**config.mk**
```make
export PLATFORM = sky130hd
export DESIGN_NAME = rnd_draw_queue
export DESIGN_NICKNAME = d
export VERILOG_FILES = /design/src/rtl/rnd_draw_queue_pkg.sv /design/src/rtl/rnd_draw_fifo.sv /design/src/rtl/rnd_draw_queue.sv
export SDC_FILE = /design/constraint.sdc
export NUM_CORES = 1
export LEC_CHECK = 0
export BUFFER_PORTS_ARGS = -buffer_cell sky130_fd_sc_hd__buf_2
export CAP_MARGIN = 20
export CORE_MARGIN = 3
export CORE_UTILIZATION = 45
export DETAILED_ROUTE_END_ITERATION = 8
export GPL_TIMING_DRIVEN = 0
export PLACE_DENSITY = 0.75
export SLEW_MARGIN = 40
export SYNTH_ARGS = -nofsm -noshare
export SYNTH_HDL_FRONTEND = slang
export SYNTH_HIERARCHICAL = 1
export SYNTH_SLANG_ARGS = --single-unit
```
**constraint.sdc**
```tcl
create_clock -name clk -period 3.5 [get_ports clk]
set_input_delay 0.35 -clock clk [delete_from_list [all_inputs] [get_ports clk]]
set_output_delay 0.35 -clock clk [all_outputs]
set_load 0.05 [all_outputs]
```
**src/rtl/rnd_draw_queue_pkg.sv**
```systemverilog
// rnd_draw_queue_pkg: constants and types shared by the random-position
// draw queue and its FIFO.
//   POS_W         position word width (generator output width)
//   RANGE_DEFAULT default inclusive upper bound matching the generator range
//   DROP_W        width of the saturating drop counter
//   filt_e        per-cycle outcome of the capture filter
package rnd_draw_queue_pkg;

  localparam int unsigned       POS_W         = 10;
  localparam logic [POS_W-1:0]  RANGE_DEFAULT = 10'h21C;
  localparam int unsigned       DROP_W        = 8;

  typedef enum logic [1:0] {
    FILT_IDLE,
    FILT_PUSH,
    FILT_DROP
  } filt_e;

  function automatic logic [DROP_W-1:0] sat_inc(input logic [DROP_W-1:0] v);
    return (v == '1) ? v : v + DROP_W'(1);
  endfunction

endpackage

```
**src/rtl/rnd_draw_fifo.sv**
```systemverilog
// rnd_draw_fifo: synchronous FIFO with occupancy output and simultaneous
// push/pop at any level (including full). Head word and valid are registered;
// dout reads 0 while empty.
//   clk, rst   clock, asynchronous active-high reset
//   flush      synchronous clear; wins over push/pop
//   push, din  write request and data (dropped if full with no pop)
//   ready      consumer accepts head when valid
//   dout       head-of-queue value
//   valid      queue non-empty
//   level      occupancy
//   full       level == DEPTH
module rnd_draw_fifo #(
  parameter int unsigned DEPTH = 4,
  parameter int unsigned WIDTH = 10,
  parameter int unsigned LW    = $clog2(DEPTH + 1)
) (
  input  logic             clk,
  input  logic             rst,
  input  logic             flush,
  input  logic             push,
  input  logic [WIDTH-1:0] din,
  input  logic             ready,
  output logic [WIDTH-1:0] dout,
  output logic             valid,
  output logic [LW-1:0]    level,
  output logic             full
);

  localparam int unsigned PW = $clog2(DEPTH);

  logic [WIDTH-1:0] mem [DEPTH];
  logic [PW-1:0]    rd_ptr, wr_ptr, rd_n, wr_n;
  logic [LW-1:0]    lvl_n;
  logic [WIDTH-1:0] head_n;
  logic             do_pop, do_push, valid_n;

  // The head register is loaded with the word that will sit at rd_n after
  // this edge; when the queue drains to zero in the same cycle a push lands,
  // that word is din itself (memory not yet written).
  always_comb begin
    full    = (level == LW'(DEPTH));
    do_pop  = valid & ready;
    do_push = push & (~full | do_pop);
    rd_n    = rd_ptr + PW'(do_pop);
    wr_n    = wr_ptr + PW'(do_push);
    lvl_n   = level + LW'(do_push) - LW'(do_pop);
    valid_n = (lvl_n != '0);
    if (!valid_n)
      head_n = '0;
    else if (do_push && ((level - LW'(do_pop)) == '0))
      head_n = din;
    else
      head_n = mem[rd_n];
  end

  always_ff @(posedge clk or posedge rst) begin
    if (rst) begin
      rd_ptr <= '0;
      wr_ptr <= '0;
      level  <= '0;
      dout   <= '0;
      valid  <= 1'b0;
    end else if (flush) begin
      rd_ptr <= '0;
      wr_ptr <= '0;
      level  <= '0;
      dout   <= '0;
      valid  <= 1'b0;
    end else begin
      rd_ptr <= rd_n;
      wr_ptr <= wr_n;
      level  <= lvl_n;
      dout   <= head_n;
      valid  <= valid_n;
    end
  end

  always_ff @(posedge clk) begin
    if (do_push && !flush)
      mem[wr_ptr] <= din;
  end

endmodule

```
**src/rtl/rnd_draw_queue.sv**
```systemverilog
// rnd_draw_queue: captures each new word of the free-running random position
// generator, filters out-of-range (and optionally too-close) values, and
// queues accepted positions for the spawn logic via valid/ready.
//   clk, rst    clock, asynchronous active-high reset
//   rnd_in      generator output word
//   range_max   inclusive upper bound for accepted values
//   flush       synchronous clear of queue and capture stage
//   x_ready     consumer accepts head entry
//   x_pos       head value (0 when empty), x_valid queue non-empty
//   level       occupancy, drop_cnt saturating reject/overflow count
// Build option: define RND_DRAW_MIN_SEP_EN to compile in the minimum
// separation filter (MIN_SEP against the last accepted value).
module rnd_draw_queue
  import rnd_draw_queue_pkg::*;
#(
  parameter int unsigned DEPTH   = 4,
  parameter int unsigned MIN_SEP = 40
) (
  input  logic                         clk,
  input  logic                         rst,
  input  logic [POS_W-1:0]             rnd_in,
  input  logic [POS_W-1:0]             range_max,
  input  logic                         flush,
  input  logic                         x_ready,
  output logic [POS_W-1:0]             x_pos,
  output logic                         x_valid,
  output logic [$clog2(DEPTH+1)-1:0]   level,
  output logic [DROP_W-1:0]            drop_cnt
);

  if (DEPTH < 2 || (DEPTH & (DEPTH - 1)) != 0 || MIN_SEP > 1024) begin : g_bad_param
    $error("rnd_draw_queue: DEPTH must be a power of two >= 2, MIN_SEP <= 1024");
  end

  logic [POS_W-1:0] prev, cap;
  logic             cap_v, full, new_sample;
  filt_e            filt;

`ifdef RND_DRAW_MIN_SEP_EN
  logic [POS_W-1:0]        last;
  logic                    have_last;
  logic signed [POS_W:0]   diff;
  logic [POS_W:0]          dist;
  logic                    too_close;

  always_comb begin
    diff      = $signed({1'b0, cap}) - $signed({1'b0, last});
    dist      = diff[POS_W] ? -diff : diff;
    too_close = (32'(dist) < MIN_SEP);
  end
`endif

  always_comb begin
    new_sample = (rnd_in != prev);
    filt       = FILT_IDLE;
    if (cap_v) begin
      if (cap > range_max)
        filt = FILT_DROP;
`ifdef RND_DRAW_MIN_SEP_EN
      else if (have_last && too_close)
        filt = FILT_DROP;
`endif
      else if (full && !(x_valid && x_ready))
        filt = FILT_DROP;
      else
        filt = FILT_PUSH;
    end
  end

  // A sample overtaken by flush is discarded, not counted as a drop.
  always_ff @(posedge clk or posedge rst) begin
    if (rst) begin
      prev     <= '1;
      cap      <= '0;
      cap_v    <= 1'b0;
      drop_cnt <= '0;
    end else begin
      prev <= rnd_in;
      if (flush) begin
        cap_v <= 1'b0;
      end else if (new_sample) begin
        cap   <= rnd_in;
        cap_v <= 1'b1;
      end else begin
        cap_v <= 1'b0;
      end
      if (!flush && filt == FILT_DROP)
        drop_cnt <= sat_inc(drop_cnt);
    end
  end

`ifdef RND_DRAW_MIN_SEP_EN
  always_ff @(posedge clk or posedge rst) begin
    if (rst) begin
      last      <= '0;
      have_last <= 1'b0;
    end else if (flush) begin
      have_last <= 1'b0;
    end else if (filt == FILT_PUSH) begin
      last      <= cap;
      have_last <= 1'b1;
    end
  end
`endif

  rnd_draw_fifo #(
    .DEPTH (DEPTH),
    .WIDTH (POS_W)
  ) u_fifo (
    .clk   (clk),
    .rst   (rst),
    .flush (flush),
    .push  (filt == FILT_PUSH),
    .din   (cap),
    .ready (x_ready),
    .dout  (x_pos),
    .valid (x_valid),
    .level (level),
    .full  (full)
  );

endmodule

```
==> results of run 1 <==
[per-stage QoR]
step	setup slack (ns)	util, %	cell area [um2]	cells
2_1_floorplan	0.0117	-	3860	265
3_3_place_gp	-0.231	51.1	4220	415
3_5_place_dp	-0.259	51.4	4250	415
4_1_cts	0.00467	55.2	4560	434
5_1_grt	-0.100	57.2	4720	447
6_report	-0.0730	57.2	4720	447
[synth_stat cells (all sizes together), types with 2 or more instances]
master / n
edfxtp: 40
dfrtp: 37
inv: 20
ha: 15
nand3: 14
o21ai: 14
a21oi: 13
xor2: 12
mux2: 11
dfstp: 10
mux4: 10
xnor2: 9
nand2: 8
buf: 7
nor2b: 7
nor2: 6
nor4: 6
nor3: 5
nand4: 3
nand2b: 2
nor4b: 2
[worst max-delay path: stages, from the launching register on]
cell,delay [ns]
dfrtp_2,0.43
ha_4,0.25
a211oi_2,0.25
nor2_1,0.08
or4_4,0.57
nor2_4,0.17
o21a_4,0.15
nand2b_4,0.13
nand2_4,0.05
ha_4,0.15
fa_2,0.37
xnor2_2,0.16
xnor2_1,0.23
a21o_1,0.25
buf_6,0.16
a21oi_2,0.04
[registers in the layout, summed over array words and instances, names as in the netlist]
name,flops
u_fifo/wr_ptr,2
prev,10
cap,10
u_fifo/rd_ptr,2
drop_cnt,8
u_fifo/dout,10
u_fifo/valid,1
u_fifo/mem,40
u_fifo/level,3
cap_v,1
[cell families (layout without fill, tap and decap cells)]
family	count (synthesis)	after routing	synth area share, %
flip-flops	87	87	62.2
buffers and inverters	28	105	3.26
AND/OR/NAND/NOR	57	57	8.56
XOR/XNOR	21	21	4.79
AO/OA/AOI/OAI	35	35	6.61
multiplexers	21	21	9.18
adder cells (fa/ha/maj)	16	16	5.41
[layer usage]
layer	vias up	GRT usage, %	part of all wire [%]
met5	-	0	0
li1	1108	-	-
met4	0	7.04	2.1
met2	63	26.4	50
met3	15	3.07	5.4
met1	1171	21.7	42
[power by group]
group / internal (mW) / switching, mW / leakage [nW]
sequential: 1.22 / 0.103 / 0.921
combinational: 0.506 / 0.828 / 0.903
clock: 0.547 / 0.349 / 0.130
[path summary, 6_finish.rpt]
kind,startpoint,end,cells past startpoint
max,cap[7]$_DFFE_PP0P_,u_fifo/dout[1]$_DFF_PP0_,15
min,rst,drop_cnt[7]$_DFFE_PP0P_,2
max reg2reg,cap[7]$_DFFE_PP0P_,u_fifo/dout[1]$_DFF_PP0_,15
min reg2reg,drop_cnt[5]$_DFFE_PP0P_,drop_cnt[5]$_DFFE_PP0P_,1
max in group asynchronous,rst,u_fifo/level[1]$_DFF_PP0_,2
min in group clk,rnd_in[2],prev[2]$_DFF_PP1_,1
[layout make-up]
| cell class | count | share of cell area (%) |
|---|---|---|
| flip-flops and latches | 87 | 50.8 |
| clock buffers | 10 | 2.70 |
| inverters | 20 | 1.59 |
| multi-input cells | 150 | 30.7 |
| well taps | 105 | 2.78 |
| clock inverters | 6 | 2.84 |
| repair buffers | 61 | 7.40 |
| plain buffers | 8 | 1.19 |
[cell usage in the layout (no fill, tap or decap), types with 8 or more instances in the layout]
cell type,count
a21oi_2,11
buf_2,48
buf_4,15
clkbuf_8,9
dfrtp_1,30
dfstp_2,10
edfxtp_1,40
ha_1,13
inv_1,18
mux2_2,9
mux4_2,10
nand3_1,14
o21ai_1,8
xnor2_1,8
xor2_1,12
[repair_timing]
action,4_1_cts,5_1_grt
gates resized for setup,8,17
pin swaps,2,10
gates cloned,0,1
buffers inserted,3,12
endpoints found under the setup margin,10,10
==> metrics.md, run 1 <==
| Metric | Value |
|---|---|
| CTS clk-pin slew, worst paths | `approximately 0.080 ns` |
| WL/cell | `between 15 and 20 um` |
| Critical path arrival | `3.80 ns` |
| Post-synthesis sequential area ratio | `a little over 60%` |
| Routability cong. | `between 0.8 and 0.9` |
| Pin count of the biggest net entering global routing | `30` |
| Global-route wire length before repair | `between 10000 and 15000 um` |
| Width of the chip | `98.4 um` |
| Nets@finish | `377` |
| Full die area | `0.00968 mm2` |
| Final Max Tran Viols | `0` |
| Vias in the first global route | `2450` |
| Via count | `~2.4k` |
| Post-Synthesis Cells | `265` |
| Die height | `between 90 and 100 um` |
| Tightest Hold Check Type | `in -> async` |
| Vias per cell | `around 5.3` |
| CTS tree | `built` |
| IO Pins | `46` |
| RSZ-0062 raised after global routing | `yes` |
| Top post-synthesis cells by area | `edfxtp_1 31%, dfrtp_1 24%, dfstp_2 6.8%` |
| ANT cells | `0` |
| Critical Path Start Type | `flip-flop` |
| DR pass1 iterations | `4` |
| Fin crit share | `102%` |
| VDD IR-drop max | `between 0.3 and 0.4 mV` |
| CTS root buffer | `clkbuf_8` |
| Mapped Nets | `between 300 and 400` |
| CP required | `3.72 ns` |
| Power Density | `around 750 mW/mm2` |
| CTS Buffer Depth | `2` |
| Min Hold Slack | `between 0.07 and 0.08 ns` |
| TritonCTS buffer count | `9` |
| Setup Skew | `0.00610 ns` |
| TritonCTS sink count | `a little under 90` |
| Global route overflow | `0` |
| Syn Std Cell Area | `roughly 0.0038 mm2` |
| Reg area | `0.00240 mm2` |
| Post-DRT Antenna Nets | `0` |
| Fillers | `approximately 650` |
| Worst-margin pin slew | `roughly 0.77 ns` |
| Number of flops mapped to enable cells by yosys | `40` |
| Violated checks | `negative setup slack` |
| Top FF cell, synth | `edfxtp_1` |
| Initial Util | `a little under half` |
| Area of the multi-input gates | `between 0.001 and 0.0015 mm2` |
| Clk_lat worst skew | `between 0.3 and 0.4 ns` |
| Final wirelength | `7640 um` |
| Reg2reg setup slack | `-0.07 ns` |
| Mapped Avg Cell Area | `14.5 um2` |
| Final Power | `3.55 mW` |
| Final hold vios | `0` |
| Share of cells above drive strength 1 | `43.9%` |
| CORE AREA | `between 0.008 and 0.009 mm2` |
| Setup_tns | `-0.659 ns` |
| Post-synthesis async set-or-reset flop share | `between 50% and 60%` |
| Total track usage | `between 10% and 20%` |
| Port Buffers | `between 40 and 50` |
| Hold Buf Count CTS | `0` |
| Final HPWL DP | `about 5000 um` |
| Synth unique cells | `between 40 and 50` |
| Register bit total from synthesis | `just under 90` |
| H-tree Lvls | `3` |
| Status | `finished, violations left` |
| DRC viols | `0` |
| Final setup fails | `11` |
| Max_slew headroom | `a little under half` |
| Max FO, Critical Path | `5` |
| Yosys top cell area share | `31.3%` |
| Fmax | `about 280 MHz` |
| Std-Cell Rows | `33` |
| Min Clock Period, post-route | `roughly 3.6 ns` |
| Setup WS post-layout | `-0.0730 ns` |
| Crit end category | `flip-flop` |
| Synth warnings | `6` |
| Static Leak | `1.95 nW` |
| # Max-Cap Violations | `0` |
| Starting DRT DRC Count | `83` |
| Initial antenna violation count | `0` |
| Crit Path Class | `reg -> reg` |
| Area grow syn2layout | `22.8%` |
| Yosys top cell by area | `edfxtp_1` |
Power figures use the tool's default switching activity.
==> inputs of run 2 (changes only) <==
- CTS_CLUSTER_DIAMETER: not set -> 200
- REMOVE_ABC_BUFFERS: not set -> 1
- clock period: 3.5 -> 3.2 ns (I/O delays scaled with it)
==> run 2 against run 1 <==
Net effect:
- the run still ends with negative setup slack left
- non-clock buffer count shrank 1
- sequential share of layout area grew 0.094 points
- routed wire length shrank 0.97%
- maximum frequency grew 11%
- first-iteration DRC count grew 12%
- total power grew 5.1%
- via count grew 0.98%
- critical path depth shrank 1
- core utilization is essentially flat
- sequential power grew 9%
==> metrics.md, run 2 (synthesis gave the netlist of run 1 again) <==
| Metric | Value |
|---|---|
| Cells on worst reg2reg path | `14 (was 15)` |
| Largest register by flop count | `u_fifo/mem (unchanged)` |
| TritonCTS sink count | `87 (unchanged)` |
| Total track usage | `16.3% (about the same)` |
| Reg2reg setup slack | `-0.01 ns (was -0.07 ns)` |
| Fmax | `311 MHz (was 280 MHz)` |
| Crit path largest cell delay | `0.51 ns (was 0.57 ns)` |
| Final hold vios | `0 (unchanged)` |
| Crit Path Class | `reg -> reg (unchanged)` |
| Status | `finished, violations left (unchanged)` |
| Die height | `98.4 um (unchanged)` |
| IO Pins | `46 (unchanged)` |
| Power Density | `791 mW/mm2 (was 752 mW/mm2)` |
| Area grow syn2layout | `22.7% (was 22.8%)` |
| Clk_lat worst skew | `0.35 ns (was 0.34 ns)` |
| Global route overflow | `0 (unchanged)` |
| P_int | `2.26 mW (was 2.27 mW)` |
| Std-Cell Rows | `33 (unchanged)` |
| DR pass1 iterations | `4 (unchanged)` |
| Setup Skew | `0.00748 ns (was 0.00610 ns)` |
| Sw power | `1.47 mW (was 1.28 mW)` |
| CTS Buffer Depth | `2 (unchanged)` |
| Final wirelength | `7570 um (was 7640 um)` |
| Static Leak | `1.93 nW (was 1.95 nW)` |
| Max reg flops | `40 (unchanged)` |
| Starting DRT DRC Count | `93 (was 83)` |
| Width of the chip | `98.4 um (unchanged)` |
| VDD IR-drop max | `0.555 mV (was 0.369 mV)` |
| CP Cell Sequence | `ha_4 -> a211oi_2 -> nor2_1 -> or4_4 -> nor2_4 -> o21a_4 -> nand2b_4 -> nand2_4 -> ha_4 -> fa_2 -> xnor2_2 -> xnor2_2 -> a21o_4 -> a21oi_2 (was ha_4 -> a211oi_2 -> nor2_1 -> or4_4 -> nor2_4 -> o21a_4 -> nand2b_4 -> nand2_4 -> ha_4 -> fa_2 -> xnor2_2 -> xnor2_1 -> a21o_1 -> buf_6 -> a21oi_2)` |
| Tightest Hold Check Type | `in -> async (unchanged)` |
| Clock power frac | `20.8% (was 25.2%)` |
| CORE AREA | `0.00826 mm2 (unchanged)` |
| Most common cell after layout, fill and taps aside | `buf_2 (unchanged)` |
| Final instance area | `0.00472 mm2 (about the same)` |
| Fin crit share | `100% (was 102%)` |
| Final Power | `3.73 mW (was 3.55 mW)` |
| Worst-margin pin slew | `0.678 ns (was 0.774 ns)` |
| Final Max Tran Viols | `0 (unchanged)` |
| Nets@finish | `377 (unchanged)` |
| CP required | `3.43 ns (was 3.72 ns)` |
| Setup WS post-layout | `-0.0115 ns (was -0.0730 ns)` |
| CTS tree | `built (unchanged)` |
| Crit end category | `flip-flop (unchanged)` |
| Full die area | `0.00968 mm2 (unchanged)` |
| CTS clk-pin slew, worst paths | `0.09 ns (was 0.08 ns)` |
| Initial antenna violation count | `0 (unchanged)` |
| Comb pwr share | `40.6% (was 37.6%)` |
| Sw Ratio | `39.4% (was 36.1%)` |
| Final HPWL DP | `4990 um (was 5090 um)` |
| Critical path arrival | `3.44 ns (was 3.80 ns)` |
| Commonest non-fill, non-tap cells in the layout | `49 x buf_2, 40 x edfxtp_1, 28 x dfrtp_1 (was 48 x buf_2, 40 x edfxtp_1, 30 x dfrtp_1)` |
| Worst reg2reg path startpoint | `cap[7]$_DFFE_PP0P_ (unchanged)` |
| RSZ-0062 raised after global routing | `yes (unchanged)` |
| Worst R2R End | `u_fifo/dout[1]$_DFF_PP0_ (unchanged)` |
| Final setup fails | `5 (was 11)` |
| Violated checks | `negative setup slack (unchanged)` |
| Max FO, Critical Path | `6 (was 5)` |
| DRC viols | `0 (unchanged)` |
| Placed Area | `0.00422 mm2 (was 0.00425 mm2)` |
| Seq pwr share | `38.6% (was 37.2%)` |
| H-tree Lvls | `3 (unchanged)` |
| Share of cells above drive strength 1 | `47.7% (was 43.9%)` |
| Post-DRT Antenna Nets | `0 (unchanged)` |
| TritonCTS buffer count | `9 (unchanged)` |
| CTS root buffer | `clkbuf_8 (unchanged)` |
| WL/cell | `16.9 um (was 17.1 um)` |
| Global-route wire length before repair | `12400 um (about the same)` |
| Vias per cell | `5.32 (was 5.27)` |
| Min Clock Period, post-route | `3.21 ns (was 3.57 ns)` |
| Pin count of the biggest net entering global routing | `30 (unchanged)` |
| Critical Path Start Type | `flip-flop (unchanged)` |
| # Max-Cap Violations | `0 (unchanged)` |
| Initial Util | `46.5% (unchanged)` |
| Port Buffers | `45 (unchanged)` |
| Routability cong. | `0.786 (was 0.805)` |
| Max_slew headroom | `54.4% (was 48.0%)` |
| Via count | `2380 (was 2357)` |
| ANT cells | `0 (unchanged)` |
| Vias in the first global route | `2505 (was 2450)` |
| CP max stage cell | `or4_4 (unchanged)` |
## run 2: cell types whose count changed in the layout (fill, tap and decap cells not counted), moves of 2 or more
cell	change
dfrtp_2	+2
clkinvlp_4	+2
buf_6	-4
buf_4	+4
a21o_4	+2
dfrtp_1	-2
inv_6	+2
clkbuf_1	-2
bufinv_16	-3
## run 2: through the flow
step	cells	hold slack (ns)	worst slack (ns)	TNS [ns]	utilization, %
6_report	447	0.0412	-0.0115	-0.0448	57.1
5_1_grt	447	0.0822	-0.0849	-0.825	57.1
4_1_cts	442	0.0620	-0.0877	-0.806	56.0
3_5_place_dp	413	0.438	-0.699	-9.06	51.1
3_3_place_gp	407	0.446	-1.21	-39.99	50.2
2_1_floorplan	257	0.259	-0.505	-17.71	-
## run 2: critical path: cells and delay by family (launching register included)
kind | cells | cell delay, ns
flip-flops | 1 | 0.44
AND/OR/NAND/NOR | 5 | 0.89
AO/OA/AOI/OAI | 4 | 0.62
XOR/XNOR | 2 | 0.42
adder cells (fa/ha/maj) | 3 | 0.73
## run 2: how the worst max path moves through the flow
stage	startpoint	endpoint	slack, ns	depth (start not counted)
6_report	cap[7]$_DFFE_PP0P_	u_fifo/dout[1]$_DFF_PP0_	-0.01	14
5_1_grt	cap[5]$_DFFE_PP0P_	u_fifo/dout[9]$_DFF_PP0_	-0.08	14
4_1_cts	cap[7]$_DFFE_PP0P_	u_fifo/dout[0]$_DFF_PP0_	-0.09	14
3_5_place_dp	cap[7]$_DFFE_PP0P_	u_fifo/dout[1]$_DFF_PP0_	-0.70	14
3_3_place_gp	cap[7]$_DFFE_PP0P_	u_fifo/mem[1][7]$_DFFE_PP_	-1.21	8
2_1_floorplan	u_fifo/level[2]$_DFF_PP0_	u_fifo/mem[1][0]$_DFFE_PP_	-0.51	8
## run 2: timing repair
item / CTS / global route
pin swaps: 10 / 10
gates cloned: 1 / 0
buffers inserted: 12 / 5
endpoints found under the hold margin: 0 / 0
endpoints found under the setup margin: 36 / 29
gates resized for setup: 26 / 10
hold buffers: 0 / 0
## run 2: metal layers
layer | up-vias | wire [um] | global-route usage [%]
met2 | 82 | 3680 | 25.9
met3 | 10 | 459 | 2.93
met5 | - | 0 | 0
li1 | 1113 | - | -
met1 | 1175 | 3340 | 22.5
met4 | 0 | 92 | 5.99
## run 2: final cells by class
type / instances / area [um2]
Fill cell: 643 / 3540
Sequential cell: 87 / 2400
Multi-Input combinational cell: 151 / 1520
Timing Repair Buffer: 68 / 388
Tap cell: 105 / 131
Clock buffer: 9 / 124
Clock inverter: 7 / 80.1
Inverter: 20 / 75.1
## run 2: power by group through the flow
stage	Clock (mW)	Sequential, mW	Combinational (mW)
after floorplan	0	1.73	0.657
after global placement	0	1.45	1.21
after detailed placement	0	1.46	1.25
after CTS	0.793	1.44	1.46
after global routing	0.838	1.46	1.61
final	0.774	1.44	1.51
